## config.mk

```make
export PLATFORM = sky130hd
export DESIGN_NAME = player_y_ctrl
export DESIGN_NICKNAME = d
export VERILOG_FILES = /design/src/rtl/player_y_ctrl.sv
export SDC_FILE = /design/constraint.sdc
export NUM_CORES = 1
export LEC_CHECK = 0
export ABC_AREA = 1
export ABC_CLOCK_PERIOD_IN_PS = 4550
export CELL_PAD_IN_SITES_DETAIL_PLACEMENT = 0
export CELL_PAD_IN_SITES_GLOBAL_PLACEMENT = 2
export CORE_MARGIN = 1
export CORE_UTILIZATION = 34
export CTS_BUF_LIST = sky130_fd_sc_hd__clkbuf_4
export DETAILED_ROUTE_END_ITERATION = 8
export HOLD_SLACK_MARGIN = 0.03
export PLACE_DENSITY_LB_ADDON = 0.12
export SYNTH_ARGS = -nofsm -noshare
export SYNTH_HDL_FRONTEND = slang
export SYNTH_SLANG_ARGS = --single-unit
```

## constraint.sdc

```tcl
create_clock -name clk -period 4.55 [get_ports clk]
set_clock_uncertainty 0.05 [all_clocks]
set_input_delay 0.91 -clock clk [delete_from_list [all_inputs] [get_ports clk]]
set_output_delay 0.91 -clock clk [all_outputs]
set_load 0.1 [all_outputs]
```

## src/rtl/player_y_ctrl.sv

```systemverilog
// Vertical motion controller for the climber sprite: stand/rise/fall/out FSM on a divided tick.
// Optional PLAYER_JUMP_LATCH_EN keeps a short jump press alive until the next tick edge.
module player_y_ctrl #(
   parameter logic [19:0] TICK_DIV    = 20'd420000,
   parameter logic [9:0]  PLAYER_H    = 10'd32,
   parameter logic [9:0]  JUMP_HEIGHT = 10'd60,
   parameter logic [9:0]  SCREEN_H    = 10'd480
) (
   input  logic       clk,
   input  logic       rst_n,
   input  logic       jump,
   input  logic [9:0] plataform_start,
   input  logic [9:0] plataform_end,
   output logic [9:0] player_y,
   output logic [1:0] state,
   output logic       on_plataform,
   output logic       fell_off
);

   typedef enum logic [1:0] {
      StStand = 2'd0,
      StRise  = 2'd1,
      StFall  = 2'd2,
      StOut   = 2'd3
   } state_e;

   state_e      state_q, state_d;
   logic [19:0] tick_cnt_q;
   logic [9:0]  player_y_q, player_y_d;
   logic [9:0]  rise_cnt_q, rise_cnt_d;
   logic        fell_off_q, fell_off_d;
   logic        tick;
   logic        jump_req;
   logic [10:0] feet;
   logic [9:0]  snap_y;
   logic [9:0]  dec_y;
   logic [9:0]  rise_inc;

   assign tick     = (tick_cnt_q == TICK_DIV);
   assign feet     = {1'b0, player_y_q} + {1'b0, PLAYER_H};
   assign snap_y   = (plataform_start >= PLAYER_H) ? (plataform_start - PLAYER_H) : 10'd0;
   assign dec_y    = (player_y_q != 10'd0) ? (player_y_q - 10'd1) : 10'd0;
   assign rise_inc = rise_cnt_q + 10'd1;

`ifdef PLAYER_JUMP_LATCH_EN
   logic jump_prev_q;
   logic jump_latch_q;

   always_ff @(posedge clk) begin
      if (!rst_n) begin
         jump_prev_q  <= 1'b0;
         jump_latch_q <= 1'b0;
      end else begin
         jump_prev_q <= jump;
         if (tick) begin
            jump_latch_q <= 1'b0;
         end else if (jump && !jump_prev_q) begin
            jump_latch_q <= 1'b1;
         end
      end
   end

   // An edge on the tick edge itself is covered by the live level of jump.
   assign jump_req = jump_latch_q | jump;
`else
   assign jump_req = jump;
`endif

   always_comb begin
      state_d    = state_q;
      player_y_d = player_y_q;
      rise_cnt_d = rise_cnt_q;
      if (tick) begin
         unique case (state_q)
            StStand: begin
               if (jump_req) begin
                  state_d    = StRise;
                  rise_cnt_d = 10'd0;
               end else if (plataform_start >= SCREEN_H) begin
                  state_d = StOut;
               end else begin
                  player_y_d = snap_y;
               end
            end
            StRise: begin
               player_y_d = dec_y;
               rise_cnt_d = rise_inc;
               if ((rise_inc >= JUMP_HEIGHT) || (dec_y == 10'd0)) begin
                  state_d = StFall;
               end
            end
            StFall: begin
               if (({1'b0, plataform_start} <= feet) && (feet <= {1'b0, plataform_end})) begin
                  player_y_d = snap_y;
                  state_d    = StStand;
               end else if (feet >= {1'b0, SCREEN_H}) begin
                  state_d = StOut;
               end else begin
                  player_y_d = player_y_q + 10'd1;
               end
            end
            StOut: begin
               if (jump_req) begin
                  player_y_d = 10'd0;
                  state_d    = StFall;
               end
            end
            default: state_d = StFall;
         endcase
      end
      fell_off_d = tick && (state_q != StOut) && (state_d == StOut);
   end

   always_ff @(posedge clk) begin
      if (!rst_n) begin
         tick_cnt_q <= 20'd0;
         state_q    <= StFall;
         player_y_q <= 10'd0;
         rise_cnt_q <= 10'd0;
         fell_off_q <= 1'b0;
      end else begin
         tick_cnt_q <= tick ? 20'd0 : (tick_cnt_q + 20'd1);
         state_q    <= state_d;
         player_y_q <= player_y_d;
         rise_cnt_q <= rise_cnt_d;
         fell_off_q <= fell_off_d;
      end
   end

   assign player_y     = player_y_q;
   assign state        = state_q;
   assign on_plataform = (state_q == StStand);
   assign fell_off     = fell_off_q;

endmodule

```

==> results of run 1 <==
## cell usage after synthesis (all sizes together), types with 3 or more instances
library cell and count:
nor4 3, nand2 155, a21oi 45, dfxtp 43, inv 89, nor3 17
buf 10, xor2 18, or2 3, nand3 45, nand4 13, a211oi 3
nor2 84, o21ai 22, ha 32
## path summary, 6_finish.rpt
| kind | to | slack [ns] |
|---|---|---|
| setup / recovery | player_y[6] | 1.20 |
| hold / removal | tick_cnt_q[0] | 0.41 |
| setup reg to reg | player_y[6] | 1.20 |
| hold reg to reg | tick_cnt_q[0] | 0.41 |
## metal layers
metal  global-route usage, %  wire length [microns]
met2                    29.2                   4550
met1                    30.0                   5680
met3                    2.58                    492
met5                       0                      0
met4                    3.42                     48
## sequential cells by signal (all words and copies together) (netlist names)
| signal | flops |
|---|---|
| fell_off | 1 |
| player_y | 10 |
| rise_cnt_q | 10 |
| state | 2 |
| tick_cnt_q | 20 |
## power by group through the flow
stage | logic (mW) | clock network (mW) | registers [mW]
after CTS | 0.0862 | 0.259 | 0.380
after global placement | 0.0853 | 0 | 0.388
after detailed placement | 0.0856 | 0 | 0.389
after global routing | 0.0983 | 0.275 | 0.381
after floorplan | 0.0495 | 0 | 0.388
final | 0.0865 | 0.252 | 0.380
## logic make-up after synthesis
group | after synthesis | share of synthesized area (%)
AO/OA/AOI/OAI | 80 | 12.0
AND/OR/NAND/NOR | 324 | 38.0
buffers and inverters | 103 | 11.3
XOR/XNOR | 20 | 4.72
flip-flops | 43 | 23.2
adder cells (fa/ha/maj) | 32 | 10.8
## worst register-to-register path, delay by kind of cell (launching register included)
kind,cells,cell delay (ns)
adder cells (fa/ha/maj),2,0.58
XOR/XNOR,1,0.25
buffers and inverters,4,0.54
AO/OA/AOI/OAI,2,0.30
flip-flops,1,0.68
AND/OR/NAND/NOR,7,0.85
## final cells by class
class | instances | share of cell area (%)
Clock buffer | 5 | 0.884
Clock inverter | 3 | 1.03
Inverter | 91 | 8.04
Multi-Input combinational cell | 456 | 57.2
Sequential cell | 43 | 20.3
Tap cell | 136 | 4.01
Timing Repair Buffer | 37 | 8.60
## per-stage QoR
step,power [mW],instances,hold slack [ns],util (%)
after floorplan,0.438,602,0.367,-
after global placement,0.474,763,0.376,39.8
after detailed placement,0.474,763,0.389,39.8
after CTS,0.725,771,0.418,40.6
after global routing,0.754,771,0.445,40.6
final,0.718,771,0.412,40.6
==> results.yml, run 1 <==
status:
  status: "completed"
worst_setup_path:
  reg2reg_depth: 16
  critPathCaptureType: "flip-flop"
  path_buf_inv: 4
  crit_top_cell: "inv_1"
  crit_arrival_ns: 3.56
  r2r_start: "player_y[5]"
  path_cells: "ha_1, nand2_1, inv_2, nand2_1, xor2_1, inv_1, ha_1, inv_1, nor4_1, nand3_1, nand2_2, nand2_2, inv_1, o21ai_0, a21oi_1, nor2_1"
  startpoint_type: "flip-flop"
  critPathMaxStageDelay_ns: 0.68
  timing.critical_path.from: "player_y[5]"
  path_class: "flip-flop to flip-flop"
  critPathMaxFanout: 12
  path_depth: 16
  crit_family: "simple AND/OR/NAND/NOR gates"
  cp_data_required_time_ns: 4.76
  slowest_stage: "dfxtp_1"
grt:
  grt.overflow.total: 0
  grt_max_degree: 19
  grt_antenna_before_repair: 0
  groute.usage.overall_pct: 19.6
  grt_pass1_wl_microns: 17500
  grt_pass1_vias: 3387
placed_design:
  io_buffers: 36
  place_congestion: 0.854
  hpwlAfterDp_microns: 8590
  dp_slack_ns: 1.14
  dpl_cell_area_sq_mm: 0.00417
die:
  die_height_microns: 106
  die-area_sq_mm: 0.0113
  rows: 37
  chipWidth_microns: 106
  initial_utilization_pct: 35.4
  ioPinCount: 37
  core_sq_mm: 0.0105
synth:
  synth_cell_types: 37
  async_reset_ff_share_pct: 0
  ys_warn_count: 0
  synth_seq_cells: 43
  syn_nets: 657
  synth_edf_count: 0
  seq_area_frac_synth_pct: 23.2
  syn_inst: 602
  yosysTopAreaCellShare_pct: 23.2
  synth_top_cell_by_area: "dfxtp_1"
  netlist_area_sq_mm: 0.00371
  ys.flop_type: "dfxtp_1"
  syn_area_per_cell_sq_um: 6.16
  yosys-top-cells-area: "dfxtp_1 23%, nand2_1 15%, ha_1 11%"
cells_and_area:
  mostFrequentLayoutCell: "nand2_1"
  layout.nets: 689
  diodes: 0
  syn_to_final_growth_pct: 14.5
  fill_cells: 1192
  design_area_sq_mm: 0.00425
  drive_above_1_share_pct: 5.04
  multi_input_area_sq_mm: 0.00243
  seq_area_sq_um: 861
  mostFrequentLayoutCells: "148 x nand2_1, 85 x inv_1, 80 x nor2_1"
clock_tree:
  clock-root-buffer: "clkbuf_4"
  clk_pin_slew_ns: 0.15
  clk_latency_ns: 0.36
  cts_tree: "built"
  cts.sinks: 43
  h-tree-depth: 2
  cts_inserted_buffers: 5
  cts.repair.resized: 0
  cts.hold.buffers_added: 0
  cts_setup_buffers: 0
  clockBufferDepth: 2
power_and_ir_drop:
  peakVddDrop_v: 0.000142
  comb_power_share_pct: 12.0
  p_clk_share_pct: 35.0
  p_leak_nw: 1.92
  powerDensity_mw_per_mm2: 169
  power_frac_seq_pct: 52.9
  p_switching_mw: 0.187
  p_int_mw: 0.531
  switching_share_pct: 26.0
sta:
  setup_ws_ns: 1.20
  timing.slew.headroom_pct: 34.5
  tns_ns: 0
  setup_viol: 0
  slew_violations: 0
  finalHoldViolations: 0
  rsz0062_at_grt: "false"
  worst_pin_slew_ns: 0.979
  min_period_ns: 3.35
  clock.fmax_ghz: 0.299
  period_share_pct: 73.6
route:
  drtAntennaViolNets: 0
  via_per_inst: 4.92
  wl_microns: 10800
  wl_per_cell_microns: 14.0
  drtPass1Iterations: 4
  drcViolationCount: 0
  drtIter0Drc: 192
  vias: 3793
worst_hold_path:
  whs_path_depth: 1
  hp-start: "tick_cnt_q[0]"
  worst_hold_path_type: "flip-flop to flip-flop"
run:
  max_cap_violations: 0
Power figures use the tool's default switching activity.
==> inputs of run 2 (changes only) <==
--- a/config.mk
+++ b/config.mk
@@ -6,11 +6,11 @@
 export NUM_CORES = 1
 export LEC_CHECK = 0
 export ABC_AREA = 1
-export ABC_CLOCK_PERIOD_IN_PS = 4550
+export ABC_CLOCK_PERIOD_IN_PS = 3200
 export CELL_PAD_IN_SITES_DETAIL_PLACEMENT = 0
 export CELL_PAD_IN_SITES_GLOBAL_PLACEMENT = 2
 export CORE_MARGIN = 1
-export CORE_UTILIZATION = 34
+export CORE_UTILIZATION = 32
 export CTS_BUF_LIST = sky130_fd_sc_hd__clkbuf_4
 export DETAILED_ROUTE_END_ITERATION = 8
 export HOLD_SLACK_MARGIN = 0.03
==> constraint.sdc (replaced) <==
create_clock -name clk -period 3.2 [get_ports clk]
set_clock_uncertainty 0.05 [all_clocks]
set_input_delay 0.64 -clock clk [delete_from_list [all_inputs] [get_ports clk]]
set_output_delay 0.64 -clock clk [all_outputs]
set_load 0.1 [all_outputs]
==> results.yml, run 2 (synthesis gave the netlist of run 1 again) <==
cells_and_area:
  fill_cells: 1238
  regMostFlops: "tick_cnt_q"
  diodes: 0
  multi_input_area_sq_mm: 0.00244
  largest_register_ffs: 20
  syn_to_final_growth_pct: 17.8
  mostFrequentLayoutCell: "nand2_1"
  mostFrequentLayoutCells: "148 x nand2_1, 84 x inv_1, 80 x nor2_1"
  layout.nets: 703
  seq_area_sq_um: 863
  drive_above_1_share_pct: 9.71
worst_hold_path:
  holdPathEnd: "tick_cnt_q[0]"
  whs_path_depth: 1
  hp-start: "tick_cnt_q[0]"
  worst_hold_path_type: "flip-flop to flip-flop"
placed_design:
  io_buffers: 36
  hpwlAfterDp_microns: 8930
  place_congestion: 0.854
die:
  ioPinCount: 37
  die-area_sq_mm: 0.0120
  core_sq_mm: 0.0111
  chipWidth_microns: 110
  initial_utilization_pct: 33.5
  rows: 38
  die_height_microns: 110
worst_setup_path:
  crit_top_cell: "nand2_1"
  cp_data_required_time_ns: 3.41
  r2r_start: "player_y[6]"
  r2r_end: "player_y[9]"
  startpoint_type: "flip-flop"
  r2r_setup_slack_ns: 0.28
  critPathMaxStageDelay_ns: 0.43
  reg2reg_depth: 20
  critPathCaptureType: "flip-flop"
  crit_arrival_ns: 3.13
  slowest_stage: "dfxtp_2"
  path_class: "flip-flop to flip-flop"
  path_cells: "buf_4, inv_1, ha_1, inv_1, ha_1, nand2_1, nand2_1, nand2_1, nand2_1, nor2_1, nand2_1, nand2_1, nand2_1, nand2_1, nand2_4, nand2_4, nand2_4, nor2_1, o21ai_0, and2_1"
  critPathMaxFanout: 15
power_and_ir_drop:
  p_leak_nw: 2.02
  powerDensity_mw_per_mm2: 254
  peakVddDrop_v: 0.000144
  p_total_mw: 1.11
  comb_power_share_pct: 11.6
  switching_share_pct: 23.8
  power_frac_seq_pct: 48.6
  p_switching_mw: 0.265
  p_int_mw: 0.846
  p_clk_share_pct: 39.7
grt:
  grt_antenna_before_repair: 0
  groute.usage.overall_pct: 19.5
  grt_max_degree: 19
  grt_pass1_vias: 3507
  grt_pass1_wl_microns: 18000
  grt.overflow.total: 0
sta:
  clock.fmax_ghz: 0.343
  worst_pin_slew_ns: 0.664
  min_period_ns: 2.92
  timing.slew.headroom_pct: 55.6
  setup_viol: 0
  slew_violations: 0
  finalHoldViolations: 0
  tns_ns: 0
  rsz0062_at_grt: "false"
  period_share_pct: 91.1
route:
  via_per_inst: 4.83
  wl_per_cell_microns: 14.0
  vias: 3809
  drtIter0Drc: 256
  wl_microns: 11000
  drtPass1Iterations: 5
  drcViolationCount: 0
  drtAntennaViolNets: 0
clock_tree:
  cts_tree: "built"
  cts_inserted_buffers: 5
  clockBufferDepth: 2
  h-tree-depth: 2
  cts.sinks: 43
  clk_latency_ns: 0.36
  cts.hold.buffers_added: 0
  clk_pin_slew_ns: 0.13
  clock-root-buffer: "clkbuf_4"
status:
  status: "completed"
run:
  max_cap_violations: 0
[run 2: metrics by stage]
stage                     instances  area [sq um]  setup WS (ns)  hold WS (ns)  util [%]
final                           789          4370          0.285         0.412      39.4
after global routing            789          4370         0.0460         0.465      39.4
after CTS                       788          4340          0.241         0.424      39.2
after detailed placement        780          4240          0.140         0.393      38.3
after global placement          780          4240          0.233         0.383      38.3
after floorplan                 602          3710         0.0379         0.367         -
[run 2: worst max-delay path, delay by kind of cell, from the launching register on]
family	cells	cell delay [ns]
buffers and inverters	3	0.31
adder cells (fa/ha/maj)	2	0.70
AND/OR/NAND/NOR	14	1.26
AO/OA/AOI/OAI	1	0.07
flip-flops	1	0.43
[run 2: metal layers]
layer	vias up	global-route usage (%)	part of all wire [%]
met4	0	3.14	0.65
met1	1698	29.4	54
met5	-	0	0
met2	79	29.6	42
li1	2028	-	-
met3	4	2.43	3.6
[run 2: worst max-delay path by stage]
| stage | startpoint | endpoint | slack [ns] | depth (start not counted) |
|---|---|---|---|---|
| finish | player_y[6] | player_y[9] | 0.28 | 20 |
| global route | player_y[6] | player_y[9] | 0.05 | 20 |
| CTS | player_y[5] | player_y[2] | 0.24 | 16 |
| detailed placement | plataform_start[8] | player_y[4] | 0.14 | 15 |
| global placement | plataform_start[8] | player_y[2] | 0.23 | 14 |
| floorplan | player_y[7] | player_y[9] | 0.04 | 16 |
[run 2: what timing repair did]
item                                    4_1_cts  5_1_grt
buffers inserted                              0        0
endpoints found under the setup margin        0        7
resized for setup                             0        4
[run 2: final cells by class]
cell class / count / share of cell area (%)
timing repair buffer: 50 / 9.86
tap: 140 / 4.01
sequential: 43 / 19.8
timing repair inverter: 1 / 0.172
clock inverter: 2 / 1.38
multi-input combinational: 456 / 55.9
clock buffer: 6 / 1.03
inverter: 91 / 7.91
[run 2: power by group through the flow]
stage	clock [mW]	combinational (mW)	sequential, mW
2_1_floorplan	0	0.0704	0.552
3_3_place_gp	0	0.125	0.552
3_5_place_dp	0	0.125	0.552
4_1_cts	0.460	0.126	0.541
5_1_grt	0.477	0.146	0.541
6_report	0.442	0.129	0.540
==> inputs of run 3 (changes only) <==
--- a/config.mk
+++ b/config.mk
@@ -15,6 +15,7 @@
 export DETAILED_ROUTE_END_ITERATION = 8
 export HOLD_SLACK_MARGIN = 0.03
 export PLACE_DENSITY_LB_ADDON = 0.12
+export REMOVE_ABC_BUFFERS = 1
 export SYNTH_ARGS = -nofsm -noshare
 export SYNTH_HDL_FRONTEND = slang
 export SYNTH_SLANG_ARGS = --single-unit
==> results.yml, run 3 (synthesis gave the netlist of run 1 again) <==
grt:
  grt_pass1_wl_microns: 18400
  grt_pass1_vias: 3586
  grt.overflow.total: 0
  groute.usage.overall_pct: 20.1
  grt_antenna_before_repair: 0
  grt_max_degree: 19
cells_and_area:
  drive_above_1_share_pct: 9.40
  design_area_sq_mm: 0.00432
  mostFrequentLayoutCells: "148 x nand2_1, 84 x inv_1, 80 x nor2_1"
  fin_cells: 789
  fin_util_pct: 39.0
  regMostFlops: "tick_cnt_q"
  largest_register_ffs: 20
  layout.nets: 703
  syn_to_final_growth_pct: 16.4
  diodes: 0
  mostFrequentLayoutCell: "nand2_1"
sta:
  period_share_pct: 90.7
  setup_ws_ns: 0.298
  setup_viol: 0
  min_period_ns: 2.90
  worst_pin_slew_ns: 0.695
  finalHoldViolations: 0
  slew_violations: 0
  holdWs_ns: 0.419
  timing.slew.headroom_pct: 53.3
  rsz0062_at_grt: "false"
  clock.fmax_ghz: 0.345
clock_tree:
  clock-root-buffer: "clkbuf_4"
  cts.hold.buffers_added: 0
  clk_pin_slew_ns: 0.15
  cts_inserted_buffers: 5
  cts_setup_buffers: 0
  clockBufferDepth: 2
  cts.sinks: 43
  clk_latency_ns: 0.38
  cts_tree: "built"
  h-tree-depth: 2
  cts.repair.resized: 0
worst_setup_path:
  critPathCaptureType: "flip-flop"
  r2r_end: "player_y[9]"
  path_class: "flip-flop to flip-flop"
  timing.critical_path.from: "player_y[5]"
  critPathMaxStageDelay_ns: 0.37
  crit_path_end: "player_y[9]"
  crit_arrival_ns: 3.13
  cp_data_required_time_ns: 3.43
  crit_top_cell: "nand2_1"
  slowest_stage: "ha_2"
  r2r_setup_slack_ns: 0.30
  startpoint_type: "flip-flop"
  r2r_start: "player_y[5]"
  path_cells: "buf_4, inv_1, ha_2, inv_1, ha_1, nand2_1, nand2_1, nand2_1, nand2_1, nor2_1, nand2_1, nand2_1, nand2_1, nand2_1, nand2_4, nand2_4, nand2_4, nor2_1, o21ai_0, and2_1"
  critPathMaxFanout: 15
  reg2reg_depth: 20
route:
  wl_per_cell_microns: 14.4
  drtPass1Iterations: 4
  wl_met2_microns: 4650
  drtIter0Drc: 232
  vias: 3844
  drcViolationCount: 0
  met1_length_microns: 6200
  wl_microns: 11300
  drtAntennaViolNets: 0
  via_per_inst: 4.87
  dr.max_layer_used: "met4"
  wl_met3_microns: 402
power_and_ir_drop:
  p_leak_nw: 1.99
  powerDensity_mw_per_mm2: 225
  peakVddDrop_v: 0.000135
worst_hold_path:
  worst_hold_path_type: "flip-flop to flip-flop"
placed_design:
  dp_cells: 780
  place_congestion: 0.887
  hpwlAfterDp_microns: 9080
  io_buffers: 36
  dpl_cell_area_sq_mm: 0.00424
  dp_slack_ns: 0.148
status:
  status: "completed"
die:
  die-area_sq_mm: 0.0120
  chipWidth_microns: 110
  die_height_microns: 110
  rows: 38
  core_sq_mm: 0.0111
  initial_utilization_pct: 33.5
  ioPinCount: 37
run:
  max_cap_violations: 0
==> run 3: cell types whose count changed in the layout (fill, tap and decap cells not counted), sizes merged <==
cell      change
clkbuf        -1
inv           +1
clkinvlp      +2
bufinv        -2
==> run 3: where the power goes <==
group	leakage [nW]	internal (mW)	switching (mW)
clock network	0.0278	0.0882	0.209
registers	0.347	0.539	0.00196
logic	1.61	0.0552	0.0760
total	1.99	0.682	0.287
==> run 3: worst min-delay path by stage <==
stage,startpoint,endpoint,slack (ns),cells after the start
after floorplan,tick_cnt_q[0],tick_cnt_q[0],0.37,1
after global placement,tick_cnt_q[0],tick_cnt_q[0],0.38,1
after detailed placement,tick_cnt_q[0],tick_cnt_q[0],0.39,1
after CTS,tick_cnt_q[0],tick_cnt_q[0],0.42,1
after global routing,tick_cnt_q[0],tick_cnt_q[0],0.47,1
final,tick_cnt_q[0],tick_cnt_q[0],0.42,1
==> run 3: area by class of cell <==
cell class,instances,area [sq um]
timing repair buffer,50,430
clock buffer,5,37.5
clock inverter,3,23.8
timing repair inverter,1,7.51
tap,140,175
sequential,43,861
fill,1280,6760
inverter,91,345
multi-input combinational,456,2430
==> run 3: through the flow <==
| step | setup TNS (ns) | power, mW |
|---|---|---|
| 2_1_floorplan | -6.20 | 0.618 |
| 3_3_place_gp | 0 | 0.678 |
| 3_5_place_dp | 0 | 0.679 |
| 4_1_cts | 0 | 0.979 |
| 5_1_grt | 0 | 1.02 |
| 6_report | 0 | 0.969 |
==> run 3: worst max-delay path: cells and delay by family (launching register included) <==
family | cells | cell delay (ns)
AO/OA/AOI/OAI | 1 | 0.08
adder cells (fa/ha/maj) | 2 | 0.66
buffers and inverters | 3 | 0.38
flip-flops | 1 | 0.36
AND/OR/NAND/NOR | 14 | 1.27
==> run 3: routing by layer <==
metal | up-vias | track usage (%)
li1 | 2023 | -
met1 | 1734 | 30.8
met2 | 80 | 30.2
met3 | 7 | 2.49
met4 | 0 | 3.14
met5 | - | 0
